## src/rtl/wallace_pkg.sv

```systemverilog
// Elaboration-time helpers that size the Wallace reduction tree and its pipeline.
// Shared by the top level and anything else that needs the layer/stage geometry.
package wallace_pkg;

    function automatic int wt_next_rows(input int r);
        return (32'sd2 * (r / 32'sd3)) + (r % 32'sd3);
    endfunction

    function automatic int wt_rows(input int n, input int k);
        int r;
        r = n;
        for (int i = 0; i < k; i++) begin
            r = wt_next_rows(r);
        end
        return r;
    endfunction

    // Bounded loop keeps the function a legal constant function for any NUM_IN.
    function automatic int wt_layers(input int n);
        int r;
        int l;
        r = n;
        l = 32'sd0;
        for (int i = 0; i < 64; i++) begin
            if (r > 32'sd2) begin
                r = wt_next_rows(r);
                l = l + 32'sd1;
            end
        end
        return l;
    endfunction

    function automatic int wt_stages(input int n, input int re);
        int l;
        l = wt_layers(n);
        return ((l + re - 32'sd1) / re) + 32'sd1;
    endfunction

endpackage

```

## src/rtl/csa3_2.sv

```systemverilog
// 3:2 carry-save adder row: bitwise sum plus majority carry shifted up one bit.
// The carry out of the MSB is discarded because the tree works modulo 2^WIDTH.
module csa3_2 #(
    parameter int WIDTH = 16
) (
    input  logic [WIDTH-1:0] a,
    input  logic [WIDTH-1:0] b,
    input  logic [WIDTH-1:0] c,
    output logic [WIDTH-1:0] sum,
    output logic [WIDTH-1:0] carry
);

    logic [WIDTH-1:0] maj_s;

    assign sum   = a ^ b ^ c;
    assign maj_s = (a & b) | (a & c) | (b & c);
    assign carry = maj_s << 1'b1;

endmodule

```

## src/rtl/wallace_tree_pipe.sv

```systemverilog
// Pipelined NUM_IN-operand modulo-2^WIDTH adder: CSA reduction layers, a final
// ripple add, and a single global stall enable shared by every stage.
module wallace_tree_pipe
    import wallace_pkg::*;
#(
    parameter int WIDTH     = 16,
    parameter int NUM_IN    = 5,
    parameter int REG_EVERY = 1
) (
    input  logic                    clock,
    input  logic                    reset,
    input  logic                    flush,
    input  logic                    in_valid,
    output logic                    in_ready,
    input  logic [NUM_IN*WIDTH-1:0] in_data,
    output logic                    out_valid,
    input  logic                    out_ready,
    output logic [WIDTH-1:0]        out_data
);

    localparam int L  = wt_layers(NUM_IN);
    localparam int NS = wt_stages(NUM_IN, REG_EVERY);

    logic              adv_s;
    logic [NS-1:0]     valid_r;
    logic [WIDTH-1:0]  lin_s [0:L][0:NUM_IN-1];
    logic [WIDTH-1:0]  sum_s;
    logic [WIDTH-1:0]  out_data_r;

    // Whole pipeline moves together; only a stalled, occupied output blocks it.
    assign adv_s    = ~valid_r[NS-1] | out_ready;
    assign in_ready = adv_s;

    for (genvar j = 0; j < NUM_IN; j++) begin : g_in
        assign lin_s[0][j] = in_data[j*WIDTH +: WIDTH];
    end

    for (genvar k = 0; k < L; k++) begin : g_layer
        localparam int  RIN      = wt_rows(NUM_IN, k);
        localparam int  ROUT     = wt_rows(NUM_IN, k + 1);
        localparam int  NGRP     = RIN / 3;
        localparam bit  REG_HERE = (((k + 1) % REG_EVERY) == 0) || (k == L - 1);

        logic [WIDTH-1:0] row_s [0:NUM_IN-1];

        for (genvar g = 0; g < NGRP; g++) begin : g_csa
            csa3_2 #(
                .WIDTH (WIDTH)
            ) u_csa (
                .a     (lin_s[k][3*g]),
                .b     (lin_s[k][3*g+1]),
                .c     (lin_s[k][3*g+2]),
                .sum   (row_s[2*g]),
                .carry (row_s[2*g+1])
            );
        end

        // Leftover rows follow the S/C pairs unchanged.
        for (genvar p = 0; p < RIN - 3*NGRP; p++) begin : g_pass
            assign row_s[2*NGRP+p] = lin_s[k][3*NGRP+p];
        end

        for (genvar j = ROUT; j < NUM_IN; j++) begin : g_zero
            assign row_s[j] = {WIDTH{1'b0}};
        end

        if (REG_HERE) begin : g_reg
            logic [WIDTH-1:0] row_r [0:NUM_IN-1];

            // Stage data register: loads on advance, content ignored when its valid is low.
            always_ff @(posedge clock or posedge reset) begin
                if (reset) begin
                    for (int j = 0; j < NUM_IN; j++) begin
                        row_r[j] <= {WIDTH{1'b0}};
                    end
                end else if (adv_s) begin
                    for (int j = 0; j < NUM_IN; j++) begin
                        row_r[j] <= row_s[j];
                    end
                end
            end

            for (genvar j = 0; j < NUM_IN; j++) begin : g_out
                assign lin_s[k+1][j] = row_r[j];
            end
        end else begin : g_comb
            for (genvar j = 0; j < NUM_IN; j++) begin : g_out
                assign lin_s[k+1][j] = row_s[j];
            end
        end
    end

    assign sum_s = lin_s[L][0] + lin_s[L][1];

    // Final stage holds the ripple-add result so the output is glitch-free and stall-stable.
    always_ff @(posedge clock or posedge reset) begin
        if (reset) begin
            out_data_r <= {WIDTH{1'b0}};
        end else if (adv_s) begin
            out_data_r <= sum_s;
        end
    end

    // Valid shift register; flush empties it regardless of stall, bubbles are kept.
    always_ff @(posedge clock or posedge reset) begin
        if (reset) begin
            valid_r <= {NS{1'b0}};
        end else if (flush) begin
            valid_r <= {NS{1'b0}};
        end else if (adv_s) begin
            valid_r <= NS'({valid_r, in_valid & adv_s});
        end
    end

    assign out_valid = valid_r[NS-1];
    assign out_data  = out_data_r;

endmodule

```

## config.mk

```make
export PLATFORM = sky130hd
export DESIGN_NAME = wallace_tree_pipe
export DESIGN_NICKNAME = d
export VERILOG_FILES = /design/src/rtl/wallace_pkg.sv /design/src/rtl/csa3_2.sv /design/src/rtl/wallace_tree_pipe.sv
export SDC_FILE = /design/constraint.sdc
export NUM_CORES = 1
export LEC_CHECK = 0
export CAP_MARGIN = 10
export CORE_MARGIN = 2
export CORE_UTILIZATION = 50
export DETAILED_ROUTE_END_ITERATION = 8
export PLACE_DENSITY = 0.72
export SLEW_MARGIN = 20
export SYNTH_ARGS = -nofsm -noshare
export SYNTH_HDL_FRONTEND = slang
export SYNTH_SLANG_ARGS = --single-unit
```

## constraint.sdc

```tcl
create_clock -name clock -period 6.7 [get_ports clock]
set_clock_uncertainty 0.15 [all_clocks]
set_input_delay 1.34 -clock clock [delete_from_list [all_inputs] [get_ports clock]]
set_output_delay 1.34 -clock clock [all_outputs]
set_load 0.1 [all_outputs]
```

==> metrics.log, run 1 <==
[metrics] status: finished, final reports clean
[metrics] combined area of all synthesized cells: 7590 um^2
[metrics] I/O Buffers: 102
[metrics] type of the tightest min-delay check: flip-flop to flip-flop
[metrics] initial antenna violation count: 0
[metrics] global-route wire length before repair: 25.0 mm
[metrics] most used standard cells in the synthesized netlist: nand2_1 (447), dfrtp_1 (161), fa_1 (44)
[metrics] Post-Synth Simple-Gate Area: 24.1%
[metrics] DP Area: 8750 um^2
[metrics] Cells after Synth: 807
[metrics] buffer count from post-CTS setup fixing: 0
[metrics] die span in x: 127 um
[metrics] clock transition at the register clock pins on the worst setup and hold paths after CTS: 0.06 ns
[metrics] startpoint kind of the worst setup timing path: primary input
[metrics] number of hold buffers added after CTS: 0
[metrics] Worst-Skew Late Latency: 0.42 ns
[metrics] number of nets with antenna violations after detailed routing: 0
[metrics] actual slew at the worst max-slew pin: 0.980 ns
[metrics] count of placed standard cells including taps: 1065
[metrics] unrepaired setup endpoints after global routing: false
[metrics] total number of vias: 5453
[metrics] synthesized flop and latch total: 161
[metrics] register-to-register setup slack: 4.15 ns
[metrics] I/O pin count: 103
[metrics] count of placed standard cells in the final layout, fillers left out: 1096
[metrics] portion of netlist area occupied by mux cells: 0.132%
[metrics] Critical Path End Type: output port
[metrics] post-synthesis adder-cell area fraction: 14.2%
[metrics] Net count, final: 1041
[metrics] cell accounting for the most synthesized area: dfrtp_1
[metrics] core area: 15000 um^2
[metrics] Hold Slack: 0.315 ns
[metrics] count of final hold-check violations: 0
[metrics] Clock Tree Buf Depth: 2
[metrics] largest net degree at the start of global routing: 115
[metrics] final non-filler cell area: 9440 um^2
[metrics] syn_nets: 952
[metrics] Leak: 0.00455 uW
[metrics] endpoint arrival time on the critical path: 3.60 ns
[metrics] Max-slew headroom: 34.5%
[metrics] setup violators final: 0
[metrics] fraction of synthesized cell area in xor and xnor cells: 1.85%
[metrics] routability congestion estimate from global placement: 0.832
[metrics] final cell utilization of the core: 62.8%
[metrics] Main synth FF type: dfrtp_1
[metrics] effective utilization at floorplan: 50.5%
[metrics] area share of the largest cell type after synthesis: 53.0%
[metrics] count of flip-flops with a built-in enable after synthesis: 0
[metrics] time the worst path needs with I/O delays and setup: 5.09 ns
[metrics] proportion of layout cells with a drive suffix above 1: 4.52%
[metrics] final clock period utilization by the worst path: 76.0%
[metrics] Crit path required time: 5.21 ns
[metrics] CTS root buffer: clkbuf_16
[metrics] maximum fanout encountered on the critical timing path: 64
[metrics] die boundary height: 127 um
[metrics] All-Layer GR Usage: 19.3%
[metrics] synthesized-area fraction occupied by ao, oa, aoi and oai cells: 4.50%
[metrics] distinct cell type count of the synthesized netlist: 35
[metrics] post-synthesis average cell area: 9.41 um^2
[metrics] largest family of logic cells by synthesized area: simple AND/OR/NAND/NOR gates
[metrics] TritonCTS clock tree: yes
[metrics] most common cell in the netlist: nand2_1
[metrics] final antenna diode count: 0
[metrics] vias per inst: 4.98
[metrics] leading cell types by total area after synthesis: dfrtp_1 (53%), nand2_1 (22%), fa_1 (12%)
[metrics] Hold Startpoint: g_layer[0].g_reg.row_r[28]$_DFFE_PP0N_
[metrics] Initial DRC Count: 418
[metrics] area enclosed by the die boundary: 16200 um^2
[metrics] maximum level of the CTS H-tree: 4
[metrics] routed wire length: 14.3 mm
[metrics] worst setup path startpoint: out_ready
[metrics] total grt overflow: 0
[metrics] Detailed Routing Iterations Pass 1: 5
[metrics] number of global-route vias before repair: 5404
[metrics] start-to-end type of the worst setup path: primary input to output port
[metrics] Post-CTS Resized: 0
[metrics] Synth Warn #: 0
[metrics] Power Density: 403 nW/um^2
[metrics] # Max-Cap Violations: 0
[metrics] HPWL after DPL: 9.55 mm
[metrics] asr flop ratio synth: 100%
[metrics] Inserted Clock Buffers: 17
[metrics] aggregate negative setup slack: 0 ns
[metrics] count of pins over their slew limit: 0
[metrics] DR DRC count: 0
[metrics] sequential area share after synthesis: 53.0%
[metrics] synthesis-to-layout area growth: 24.3%
[metrics] Row Count: 45
[metrics] start of the worst register-to-register path: valid_r[3]$_DFFE_PP0P_
[metrics] worst supply voltage drop on vdd: 0.228 mV
[metrics] maximum clock frequency: 0.196 GHz
[metrics] average wire length per cell after detail routing: 13.1 um
[metrics] clock sink total: 161
## path summary, 6_finish.rpt
path,end,depth (start not counted)
worst max-delay path,in_ready,4
worst min-delay path,g_layer[0].g_reg.row_r[28]$_DFFE_PP0N_,2
worst max register to register,out_data[15]$_DFFE_PP0N_,6
worst min register to register,g_layer[0].g_reg.row_r[28]$_DFFE_PP0N_,2
max in group asynchronous,g_layer[1].g_reg.row_r[44]$_DFFE_PP0N_,3
min in group asynchronous,out_data[9]$_DFFE_PP0N_,2
## area by class of cell
type	count	area (um^2)
clock buffer	19	453
clock inverter	12	235
fill	1241	5600
inverter	4	25.0
multi-input combinational	606	3410
sequential	161	4030
tap	188	235
timing repair buffer	106	1050
## kinds of logic (layout without fill, tap and decap cells)
kind of cell / count (synthesis) / in the layout
simple gates: 477 / 477
flops: 161 / 161
fa+ha+maj: 60 / 60
compound gates: 52 / 52
buf+inv: 40 / 141
xor+xnor: 16 / 16
mux: 1 / 1
## stage by stage
stage / power [uW] / setup WS, ns
after floorplan: 2350 / 0.862
final: 3810 / 1.61
after global routing: 4030 / 1.49
after detailed placement: 2690 / 1.57
after CTS: 3840 / 1.56
after global placement: 2670 / 1.57
## state kept, by name (all words and copies together) (netlist names)
signal	flops
g_layer.g_reg.row_r	141
out_data	16
valid_r	4
## per-layer routing
layer	wire length, um	track usage, %	vias up	share of wire [%]
met4	236	6.08	0	1.7
met3	754	4.61	22	5.3
met1	6890	28.0	2568	48
met5	0	0	-	0
li1	-	-	2710	-
met2	6420	29.2	153	45
## cells in the final DEF, fill, tap and decap left out, types with 2 or more instances in the layout
master and instances:
a211o_1 3, a21o_1 2, a21oi_1 20, a221oi_1 3
buf_4 4, bufinv_16 7, clkbuf_16 17, clkbuf_8 2
clkdlybuf4s50_1 102, clkinv_2 5, dfrtp_1 161, fa_1 44
ha_1 16, inv_1 2, nand2_1 447, nand3_1 6
nor2_1 14, nor3_1 2, o21a_1 2, o21ai_0 13
or3_1 2, xnor2_1 8, xor2_1 8
## critical path, stage by stage
cell	delay (ns)
clkdlybuf4s50_1	0.51
nor2b_4	0.06
inv_4	0.43
clkdlybuf4s50_1	1.26
## where the power goes
part / total (uW) / switching [uW] / internal [uW] / leakage, uW
clock network: 1120 / 370 / 750 / 0.000342
registers: 1330 / 138 / 1190 / 0.00189
logic: 1360 / 865 / 495 / 0.00232
Note: power is estimated with default switching activity, not from simulation.
==> inputs of run 2 (changes only) <==
Settings changed: PLACE_DENSITY 0.72 to 0.75.
Clock period 6.7 ns to 4.32 ns, I/O delays scaled along.
==> run 2 against run 1 <==
Sequential cell count did not move. Combinational power rose by 58%. Setup slack got worse by 0.23 ns. Final cell count shrank 0.18%. Routed wire length is 3.0% higher. Sequential power rose by 55%. Cell area is 0.13% lower. Die area did not move. Critical endpoint is now out_data[15]. Largest power group unchanged.
==> metrics.log, run 2 (same netlist as run 1, synthesis figures left out) <==
[metrics] cell at the slowest stage of the critical path: clkdlybuf4s50_1
[metrics] cell type group with the largest total delay on the critical path: buffers and inverters
[metrics] clock sink total: 161
[metrics] startpoint kind of the worst setup timing path: flip-flop
[metrics] final clock period utilization by the worst path: 68.0%
[metrics] met2 global-route usage: 30.3%
[metrics] I/O Buffers: 102
[metrics] top register by number of flip-flops: g_layer.g_reg.row_r
[metrics] number of hold buffers added after CTS: 0
[metrics] GR Util met3: 5.32%
[metrics] met1 global-route usage: 28.5%
[metrics] HPWL after DPL: 9.48 mm
[metrics] proportion of layout cells with a drive suffix above 1: 4.08%
[metrics] Net count, final: 1040
[metrics] Clk pwr share: 27.6%
[metrics] core area: 15000 um^2
[metrics] Detailed Routing Iterations Pass 1: 5
[metrics] pre-CTS setup slack: 1.44 ns
[metrics] Leak: 0.00453 uW
[metrics] Bufs and invs on worst path: 1
[metrics] buffer count from post-CTS setup fixing: 0
[metrics] total net switching power: 2150 uW
[metrics] maximum fanout encountered on the critical timing path: 2
[metrics] maximum level of the CTS H-tree: 4
[metrics] final antenna diode count: 0
[metrics] I/O pin count: 103
[metrics] count of final hold-check violations: 0
[metrics] count of pins over their slew limit: 0
[metrics] endpoint arrival time on the critical path: 1.92 ns
[metrics] type of the tightest min-delay check: flip-flop to flip-flop
[metrics] number of global-route vias before repair: 5455
[metrics] worst path cell trace: clkdlybuf4s50_1
[metrics] DR DRC count: 0
[metrics] Row Count: 45
[metrics] routed wire length: 14.7 mm
[metrics] CTS root buffer: clkbuf_16
[metrics] setup violators final: 0
[metrics] number of nets with antenna violations after detailed routing: 0
[metrics] commonest non-fill, non-tap cells in the layout: nand2_1 (447), dfrtp_1 (161), clkdlybuf4s50_1 (101)
[metrics] largest net degree at the start of global routing: 164
[metrics] average wire length per cell after detail routing: 13.5 um
[metrics] Worst-Skew Late Latency: 0.41 ns
[metrics] Critical Path End Type: output port
[metrics] Clock Tree Buf Depth: 2
[metrics] die boundary height: 127 um
[metrics] aggregate negative setup slack: 0 ns
[metrics] combinational cell fraction of total power: 37.0%
[metrics] Max-slew headroom: 34.8%
[metrics] Power Density: 617 nW/um^2
[metrics] global-route wire length before repair: 25.7 mm
[metrics] clock transition at the register clock pins on the worst setup and hold paths after CTS: 0.06 ns
[metrics] total number of vias: 5461
[metrics] synthesis-to-layout area growth: 24.1%
[metrics] effective utilization at floorplan: 50.5%
[metrics] die span in x: 127 um
[metrics] status: finished, final reports clean
[metrics] TritonCTS clock tree: yes
[metrics] worst supply voltage drop on vdd: 0.347 mV
[metrics] start-to-end type of the worst setup path: flip-flop to output port
[metrics] All-Layer GR Usage: 19.9%
[metrics] max reg flops: 141
[metrics] routability congestion estimate from global placement: 0.855
[metrics] most congested layer reported by global routing: met2
[metrics] Crit path required time: 3.31 ns
[metrics] total grt overflow: 0
[metrics] Initial DRC Count: 476
[metrics] maximum clock frequency: 0.341 GHz
[metrics] Switching Share: 36.9%
[metrics] unrepaired setup endpoints after global routing: false
[metrics] commonest non-fill, non-tap cell in the layout: nand2_1
[metrics] vias per inst: 4.99
[metrics] setup ws final: 1.38 ns
[metrics] Slowest Stage Delay on Critical Path: 1.15 ns
[metrics] initial antenna violation count: 0
[metrics] time the worst path needs with I/O delays and setup: 2.94 ns
[metrics] part of the power in registers: 35.4%
[metrics] Inserted Clock Buffers: 17
[metrics] # Max-Cap Violations: 0
[metrics] actual slew at the worst max-slew pin: 0.976 ns
[metrics] area enclosed by the die boundary: 16200 um^2
[metrics] Post-CTS Resized: 0
[metrics] Internal Pwr Total: 3670 uW
==> run 2: cell types whose count changed in the layout (fill, tap and decap cells not counted), sizes merged <==
| cell | delta |
|---|---|
| bufinv | -3 |
| clkbuf | +7 |
| clkdlybuf4s50 | -1 |
| clkinv | -5 |
| clkinvlp | +1 |
| inv | -1 |
==> run 2: area by class of cell <==
class | count | area, um^2
fillers | 1238 | 5610
flip-flops and latches | 161 | 4030
multi-input cells | 606 | 3410
repair buffers | 105 | 1090
clock buffers | 26 | 519
well taps | 188 | 235
clock inverters | 4 | 120
inverters | 4 | 21.3
==> run 2: layer usage <==
metal | up-vias | share of wire, %
li1 | 2698 | -
met1 | 2589 | 48
met3 | 14 | 5.0
met2 | 160 | 46
met4 | 0 | 1.1
met5 | - | 0
==> run 2: power by group through the flow <==
stage          combinational [uW]  sequential [uW]  clock (uW)
2_1_floorplan                1050             2590           0
3_3_place_gp                 2070             2080           0
3_5_place_dp                 2120             2090           0
4_1_cts                      2160             2060        1630
5_1_grt                      2360             2100        1700
6_report                     2150             2060        1600
==> run 2: path summary, 6_finish.rpt <==
path	endpoint	slack, ns	from	cells after the start
min in group asynchronous	out_data[8]$_DFFE_PP0N_	0.86	reset	3
hold / removal	g_layer[0].g_reg.row_r[23]$_DFFE_PP0N_	0.32	g_layer[0].g_reg.row_r[23]$_DFFE_PP0N_	2
setup / recovery	out_data[15]	1.38	out_data[15]$_DFFE_PP0N_	1
setup reg to reg	out_data[13]$_DFFE_PP0N_	1.84	g_layer[2].g_reg.row_r[49]$_DFFE_PP0N_	7
max in group asynchronous	g_layer[0].g_reg.row_r[20]$_DFFE_PP0N_	2.46	reset	3
hold reg to reg	g_layer[0].g_reg.row_r[23]$_DFFE_PP0N_	0.32	g_layer[0].g_reg.row_r[23]$_DFFE_PP0N_	2
==> run 2: per-stage QoR <==
| step | power, uW | hold WS [ns] | cell area [um^2] | std cells | utilization, % |
|---|---|---|---|---|---|
| 6_report | 5820 | 0.317 | 9420 | 1094 | 62.7 |
| 5_1_grt | 6160 | 0.343 | 9420 | 1094 | 62.7 |
| 4_1_cts | 5850 | 0.319 | 9420 | 1094 | 62.7 |
| 3_5_place_dp | 4210 | 0.306 | 8780 | 1064 | 58.4 |
| 3_3_place_gp | 4150 | 0.303 | 8780 | 1064 | 58.4 |
| 2_1_floorplan | 3640 | 0.289 | 7600 | 807 | - |
==> inputs of run 3 (changes only) <==
Clock period 4.32 ns to 2.35 ns, I/O delays scaled along.
==> run 3 against run 2 <==
First-iteration DRC count down 5.7%. Worst hold slack about the same. Sequential share of layout area down 0.096 points. Core utilization up 0.14 points. Via count up 0.24%. Critical path depth up 6. Setup slack worse by 1.3 ns. Clock power up 72%. Die area unchanged. Count of clock-buffer cells in the layout down 4. Critical path type is now flip-flop to flip-flop.
==> metrics.log, run 3 (same netlist as run 1, synthesis figures left out) <==
[metrics] maximum level of the CTS H-tree: 4
[metrics] final clock period utilization by the worst path: 96.5%
[metrics] Initial DRC Count: 449
[metrics] endpoint arrival time on the critical path: 2.43 ns
[metrics] cell at the slowest stage of the critical path: dfrtp_1
[metrics] HPWL after DPL: 10.0 mm
[metrics] total grt overflow: 0
[metrics] initial antenna violation count: 0
[metrics] final non-filler cell area: 9450 um^2
[metrics] Detailed Routing Iterations Pass 1: 4
[metrics] DP Area: 8840 um^2
[metrics] number of filler cells placed in the layout: 1228
[metrics] time the worst path needs with I/O delays and setup: 2.27 ns
[metrics] worst path cell trace: ha_2 -> fa_2 -> a21o_1 -> a221oi_4 -> o21ai_2 -> a211o_1 -> a32o_1
[metrics] cell type group with the largest total delay on the critical path: compound AO/OA/AOI/OAI gates
[metrics] clock transition at the register clock pins on the worst setup and hold paths after CTS: 0.06 ns
[metrics] setup violators final: 0
[metrics] combinational cell fraction of total power: 37.4%
[metrics] Max-slew headroom: 63.9%
[metrics] Worst-Skew Late Latency: 0.42 ns
[metrics] area enclosed by the die boundary: 16200 um^2
[metrics] average wire length per cell after detail routing: 12.9 um
[metrics] number of hold buffers added after CTS: 0
[metrics] commonest non-fill, non-tap cell in the layout: nand2_1
[metrics] count of pins over their slew limit: 0
[metrics] Hold Startpoint: g_layer[0].g_reg.row_r[25]$_DFFE_PP0N_
[metrics] sequential cell area: 4030 um^2
[metrics] number of nets with antenna violations after detailed routing: 0
[metrics] Critical Path End Type: flip-flop
[metrics] Row Count: 45
[metrics] Power Density: 1110 nW/um^2
[metrics] type of the tightest min-delay check: flip-flop to flip-flop
[metrics] TritonCTS clock tree: yes
[metrics] All-Layer GR Usage: 19.3%
[metrics] count of final hold-check violations: 0
[metrics] Crit path required time: 2.51 ns
[metrics] Internal Pwr Total: 6530 uW
[metrics] maximum clock frequency: 0.441 GHz
[metrics] Bufs and invs on worst path: 0
[metrics] I/O pin count: 103
[metrics] effective utilization at floorplan: 50.5%
[metrics] I/O Buffers: 102
[metrics] max reg flops: 141
[metrics] routed wire length: 14.3 mm
[metrics] vias per inst: 4.95
[metrics] DR DRC count: 0
[metrics] total net switching power: 3960 uW
[metrics] Slowest Stage Delay on Critical Path: 0.39 ns
[metrics] part of the power in registers: 36.2%
[metrics] Leak: 0.00458 uW
[metrics] maximum fanout encountered on the critical timing path: 3
[metrics] clock sink total: 161
[metrics] actual slew at the worst max-slew pin: 0.541 ns
[metrics] area taken by multi-input logic gates: 3410 um^2
[metrics] die boundary height: 127 um
[metrics] synthesis-to-layout area growth: 24.4%
[metrics] Clk pwr share: 26.3%
[metrics] Switching Share: 37.7%
[metrics] Clock Tree Buf Depth: 2
[metrics] final antenna diode count: 0
[metrics] top register by number of flip-flops: g_layer.g_reg.row_r
[metrics] status: finished, final reports clean
[metrics] global-route wire length before repair: 25.0 mm
[metrics] core area: 15000 um^2
[metrics] number of global-route vias before repair: 5349
[metrics] Hold Slack: 0.318 ns
[metrics] proportion of layout cells with a drive suffix above 1: 7.41%
[metrics] # Max-Cap Violations: 0
[metrics] start of the worst register-to-register path: g_layer[2].g_reg.row_r[49]$_DFFE_PP0N_
[metrics] total number of vias: 5474
[metrics] CTS root buffer: clkbuf_16
[metrics] routability congestion estimate from global placement: 0.851
[metrics] commonest non-fill, non-tap cells in the layout: nand2_1 (447), dfrtp_1 (161), clkdlybuf4s50_1 (84)
[metrics] Net count, final: 1050
[metrics] start-to-end type of the worst setup path: flip-flop to flip-flop
[metrics] aggregate negative setup slack: 0 ns
[metrics] largest net degree at the start of global routing: 84
[metrics] worst setup path startpoint: g_layer[2].g_reg.row_r[49]$_DFFE_PP0N_
[metrics] worst supply voltage drop on vdd: 0.633 mV
[metrics] Inserted Clock Buffers: 17
[metrics] buffer count from post-CTS setup fixing: 0
[metrics] unrepaired setup endpoints after global routing: false
[metrics] die span in x: 127 um
[metrics] startpoint kind of the worst setup timing path: flip-flop
-- run 3: cell count changes in the layout (fill, tap and decap cells not counted) --
cell,delta
ha_1,-1
clkinv_4,+1
clkinvlp_4,+2
buf_12,+2
fa_2,+1
bufinv_16,-1
clkbuf_8,-4
fa_1,-1
ha_2,+1
buf_4,+25
clkinv_2,+4
clkdlybuf4s50_1,-17
-- run 3: power by group through the flow --
stage,Clock [uW],Sequential (uW),Combinational (uW)
after detailed placement,0,3850,3910
final,2760,3800,3930
after global routing,2960,3880,4340
after floorplan,0,4750,1930
after global placement,0,3820,3840
after CTS,2820,3800,3940
-- run 3: area by class of cell --
| type | count | area share, % |
|---|---|---|
| Multi-Input combinational cell | 606 | 36.1 |
| Clock buffer | 22 | 4.91 |
| Clock inverter | 10 | 1.42 |
| Inverter | 4 | 0.225 |
| Sequential cell | 161 | 42.7 |
| Tap cell | 188 | 2.49 |
| Timing Repair Buffer | 115 | 12.2 |
-- run 3: path summary, 6_finish.rpt --
path | endpoint | slack, ns | cells after the start
hold / removal | g_layer[0].g_reg.row_r[25]$_DFFE_PP0N_ | 0.32 | 2
setup reg to reg | out_data[13]$_DFFE_PP0N_ | 0.08 | 7
hold reg to reg | g_layer[0].g_reg.row_r[25]$_DFFE_PP0N_ | 0.32 | 2
setup / recovery | out_data[13]$_DFFE_PP0N_ | 0.08 | 7
max in group asynchronous | g_layer[0].g_reg.row_r[31]$_DFFE_PP0N_ | 1.28 | 3
min in group asynchronous | out_data[8]$_DFFE_PP0N_ | 0.39 | 3
-- run 3: through the flow --
stage	std cells	total power [uW]	util, %	setup WS (ns)
after detailed placement	1074	7750	58.8	-0.00182
after global placement	1074	7660	58.8	0.0297
after CTS	1106	10600	62.8	0.0176
after floorplan	807	6690	-	-0.313
final	1106	10500	62.8	0.0815
after global routing	1106	11200	62.8	0.00241
-- run 3: routing by layer --
metal | track usage [%] | share of wire [%] | up-vias
li1 | - | - | 2730
met1 | 28.8 | 50 | 2593
met2 | 28.2 | 45 | 138
met3 | 4.52 | 4.6 | 13
met4 | 6.66 | 1.0 | 0
met5 | 0 | 0 | -
-- run 3: tightest hold or removal path: stages, from the launching register on --
cell	delay, ns
dfrtp_1	0.34
nand2_1	0.05
nand2_1	0.05
-- run 3: timing repair --
| action | in CTS | in global routing |
|---|---|---|
| endpoints found under the setup margin | 1 | 3 |
| gates resized for setup | 1 | 1 |
| pin swaps | 0 | 1 |
